[src/rtl/serial_adder_ctrl.sv]
// Bit-serial adder controller driving a shared one-bit full adder cell.
// Optional signed-overflow output enabled by defining SERIAL_ADD_OVF_EN.

module Full_Adder (
    output logic s,
    output logic c,
    input  logic a,
    input  logic b,
    input  logic c0
);
    assign s = a ^ b ^ c0;
    assign c = (a & b) | (c0 & (a ^ b));
endmodule

module serial_adder_ctrl #(
    parameter int WIDTH = 8
) (
    input  logic             clk,
    input  logic             rst_n,
    input  logic             start,
    input  logic [WIDTH-1:0] a,
    input  logic [WIDTH-1:0] b,
    input  logic             c_in,
    output logic             busy,
    output logic             done,
    output logic [WIDTH-1:0] sum,
    output logic             c_out
`ifdef SERIAL_ADD_OVF_EN
   ,output logic             ovf
`endif
);
    localparam int CW = $clog2(WIDTH + 1);
    localparam logic [CW-1:0] LAST = CW'(WIDTH - 1);

    typedef enum logic [1:0] {
        IDLE,
        RUN,
        DONE
    } state_t;

    state_t state, next;

    logic [WIDTH-1:0] a_sh, b_sh, s_sh;
    logic [CW-1:0]    cnt;
    logic             cy;
    logic             fa_s, fa_c;
    logic             load;
    logic             last;

    Full_Adder u_fa (
        .s  (fa_s),
        .c  (fa_c),
        .a  (a_sh[0]),
        .b  (b_sh[0]),
        .c0 (cy)
    );

    assign last = (cnt == LAST);
    assign busy = (state == RUN);
    assign done = (state == DONE);

    // State register
    always_ff @(posedge clk or negedge rst_n) begin
        if (!rst_n) state <= IDLE;
        else        state <= next;
    end

    // Next-state and operand-load decode
    always_comb begin
        next = state;
        load = 1'b0;
        unique case (state)
            IDLE: begin
                if (start) begin
                    next = RUN;
                    load = 1'b1;
                end
            end
            RUN: begin
                if (last) next = DONE;
            end
            DONE: begin
                if (start) begin
                    next = RUN;
                    load = 1'b1;
                end else begin
                    next = IDLE;
                end
            end
            default: next = IDLE;
        endcase
    end

    // Operand capture, bit-serial shift and result latch on the final bit
    always_ff @(posedge clk or negedge rst_n) begin
        if (!rst_n) begin
            a_sh  <= '0;
            b_sh  <= '0;
            s_sh  <= '0;
            cnt   <= '0;
            cy    <= 1'b0;
            sum   <= '0;
            c_out <= 1'b0;
`ifdef SERIAL_ADD_OVF_EN
            ovf   <= 1'b0;
`endif
        end else if (load) begin
            a_sh <= a;
            b_sh <= b;
            cy   <= c_in;
            cnt  <= '0;
        end else if (state == RUN) begin
            a_sh <= {1'b0, a_sh[WIDTH-1:1]};
            b_sh <= {1'b0, b_sh[WIDTH-1:1]};
            s_sh <= {fa_s, s_sh[WIDTH-1:1]};
            cy   <= fa_c;
            cnt  <= cnt + 1'b1;
            if (last) begin
                sum   <= {fa_s, s_sh[WIDTH-1:1]};
                c_out <= fa_c;
`ifdef SERIAL_ADD_OVF_EN
                // carry into the MSB differs from carry out of it
                ovf   <= cy ^ fa_c;
`endif
            end
        end
    end
endmodule

[config.mk]
export PLATFORM = sky130hd
export DESIGN_NAME = serial_adder_ctrl
export DESIGN_NICKNAME = d
export VERILOG_FILES = /design/src/rtl/serial_adder_ctrl.sv
export SDC_FILE = /design/constraint.sdc
export NUM_CORES = 1
export LEC_CHECK = 0
export ABC_AREA = 0
export BUFFER_PORTS_ARGS = -buffer_cell sky130_fd_sc_hd__buf_2
export CAP_MARGIN = 0
export CORE_MARGIN = 2
export CORE_UTILIZATION = 40
export CTS_BUF_LIST = sky130_fd_sc_hd__clkbuf_4
export CTS_CLUSTER_SIZE = 16
export DETAILED_ROUTE_END_ITERATION = 8
export PLACE_DENSITY = 0.65
export SKIP_CTS_REPAIR_TIMING = 1
export SLEW_MARGIN = 20
export SYNTH_ARGS = -nofsm -noshare
export SYNTH_HDL_FRONTEND = slang
export SYNTH_SLANG_ARGS = --single-unit
export TNS_END_PERCENT = 30
[constraint.sdc]
create_clock -name clk -period 2.28 [get_ports clk]
set_clock_uncertainty 0.2 [all_clocks]
set_input_delay 0.57 -clock clk [delete_from_list [all_inputs] [get_ports clk]]
set_output_delay 0.57 -clock clk [all_outputs]
set_load 0.005 [all_outputs]
==> metrics.txt <==
outcome=finished, violations left; failing checks=negative hold slack; Max IR drop VDD=0.000564 V; Max-cap violations=0; Antenna Cells=0; pre-CTS setup slack=341 ps; Final nets=212; CTS tree=built; Max Slew Vio Count=0; clk_lat worst skew=340 ps; remaining antenna violation count after routing=0; Leakage=0.940 nW; hold slack final=-0.140 ps; Fmax achieved=477 MHz; first-pass GRT wire length=5.33 mm; vias in the first global route=1168; First DRT Iteration DRCs=45; EDFF count, synth=0; syn nets=180; Syn Area/Cell=10.3 um^2; top-count cell post-synth=nand2_1; area leader, netlist=dfrtp_1; cell row count=23; Ports=31; drt pass-1 iters=6; die area=0.00461 mm^2; primary flip-flop cell chosen by synthesis mapping=dfrtp_1; DRC violations left=0; setup ws final=185 ps; CP arrival=1330 ps; core area=0.00397 mm^2; CTS Buf Count=5; wirelength, routed=3.14 mm; Synth Area in Adders=1.99%; Req. time, crit path=1510 ps; H-tree lvl count=2; Cells after Synth=158; RSZ-0062 raised after global routing=false; simple-gate share of the synthesized area=19.9%; CTS sink count=39; critical path peak fanout=10; Post-Synth XOR/XNOR Area=0.537%; mux cell area share after synthesis=6.83%; synthesized cell area=0.00163 mm^2; post-detail-place hpwl=2.24 mm; Tmin final=2100 ps; startpoint types=register; Final Cell Area=0.00189 mm^2; port buffer count=30; Synth area leaders=dfrtp_1 60%, nand2_1 11%, mux2_2 6.2%; total grt overflow=0; Setup CP Type=register to primary output; area share of the largest cell type after synthesis=59.8%; clock root cell=clkbuf_4; CP Capture Type=primary output; antenna violations before repair=0; Initial Utilization=41.1%; setup_tns=0 ps; final setup vio count=0; Fin. Hold Viols=2; Die Ht=67.9 um; Die Wd=67.9 um; post-placement cell area=0.00184 mm^2; WL per Instance=13.1 um; Yosys warning count=0; commonest cells in the netlist=49 x nand2_1, 39 x dfrtp_1, 14 x nor2_1, 10 x a31oi_1, 9 x mux2_2; worst min path class=input port to asynchronous set/reset pin; Yosys reg bits=39; Slew headroom=63.6%; period utilisation layout=91.9%; layout cells sized above 1=26.8%; main combinational cell family by area after synthesis=simple AND/OR/NAND/NOR gates; Pwr Density=1300 mW/mm^2; Area growth syn-to-layout=15.7%; overall routing resource usage=15.7%; gpl congestion=0.761; async set or reset register ratio after synthesis=100%; DR vias/cell=5.00; clk buf depth=2; vias post-DR=1199; Synth Area in Compound Gates=7.98%; unique cell type count in the Yosys netlist=26; Seq/Total Area, Yosys=59.8%; largest net degree at the start of global routing=28; Tightest Pin Transition=545 ps; register clock-pin slew on the reported worst setup and hold paths=110 ps
[layout make-up]
cell class	instances	area, um^2
fill	393	2080
timing repair buffer	34	193
inverter	1	3.75
tap	50	62.6
sequential	39	976
multi-input combinational	109	607
clock inverter	2	8.76
clock buffer	5	37.5
[kinds of logic after synthesis]
group	count (synthesis)
simple gates	76
compound gates	20
mux	10
flops	39
xor+xnor	1
buf+inv	10
fa+ha+maj	2
[power by group]
| group | switching, mW | internal (mW) | total [mW] |
|---|---|---|---|
| logic | 0.509 | 0.416 | 0.925 |
| registers | 0.194 | 1.01 | 1.20 |
| clock network | 0.211 | 0.109 | 0.320 |
[state kept, by name (all words and copies together), names as in the netlist]
name / count
sum: 8
b_sh: 8
state: 2
s_sh: 7
a_sh: 8
cnt: 4
c_out: 1
cy: 1
[layout by cell type (no fill, tap or decap), types with 2 or more instances in the layout]
cell      count
nand2_1      49
dfrtp_1      39
buf_2        30
nor2_1       14
a31oi_1      10
mux2_2        9
clkbuf_4      5
nand3_1       4
a22oi_1       3
buf_4         3
nand2b_1      2
and2b_1       2
o21ai_0       2
o22ai_1       2
nor3_1        2
a22o_1        2
[stage by stage]
step           std cells  utilization [%]  hold slack, ps  power [mW]
2_1_floorplan        158                -            74.4        1.86
3_3_place_gp         233             46.4             266        2.11
3_5_place_dp         233             46.4             281        2.15
4_1_cts              240             47.5           -2.01        2.48
5_1_grt              240             47.5            12.3        2.67
6_report             240             47.5          -0.140        2.45
[path summary, 6_finish.rpt]
| kind | startpoint | endpoint | slack [ps] | depth (start not counted) |
|---|---|---|---|---|
| min reg2reg | s_sh[1] | s_sh[1] | 300 | 2 |
| max | state[1] | busy | 180 | 3 |
| min | rst_n | sum[2] | -0.1 | 1 |
| max in group asynchronous | rst_n | cnt[0] | 1400 | 2 |
| max reg2reg | state[1] | sum[6] | 310 | 3 |
| min in group clk | a[0] | a_sh[0] | 240 | 3 |
[per-layer routing]
layer | vias to the layer above | part of all wire (%) | track usage, %
met2 | 19 | 52 | 26.1
met5 | - | 0 | 0
met3 | 0 | 3.3 | 4.77
met4 | 0 | 0 | 5.25
li1 | 593 | - | -
met1 | 587 | 45 | 19.5
[critical path: stages (launching register included)]
cell      delay [ps]
dfrtp_1          410
nand2b_1         340
inv_2            130
buf_2            110
No activity file was read; power rests on OpenSTA's default activity.
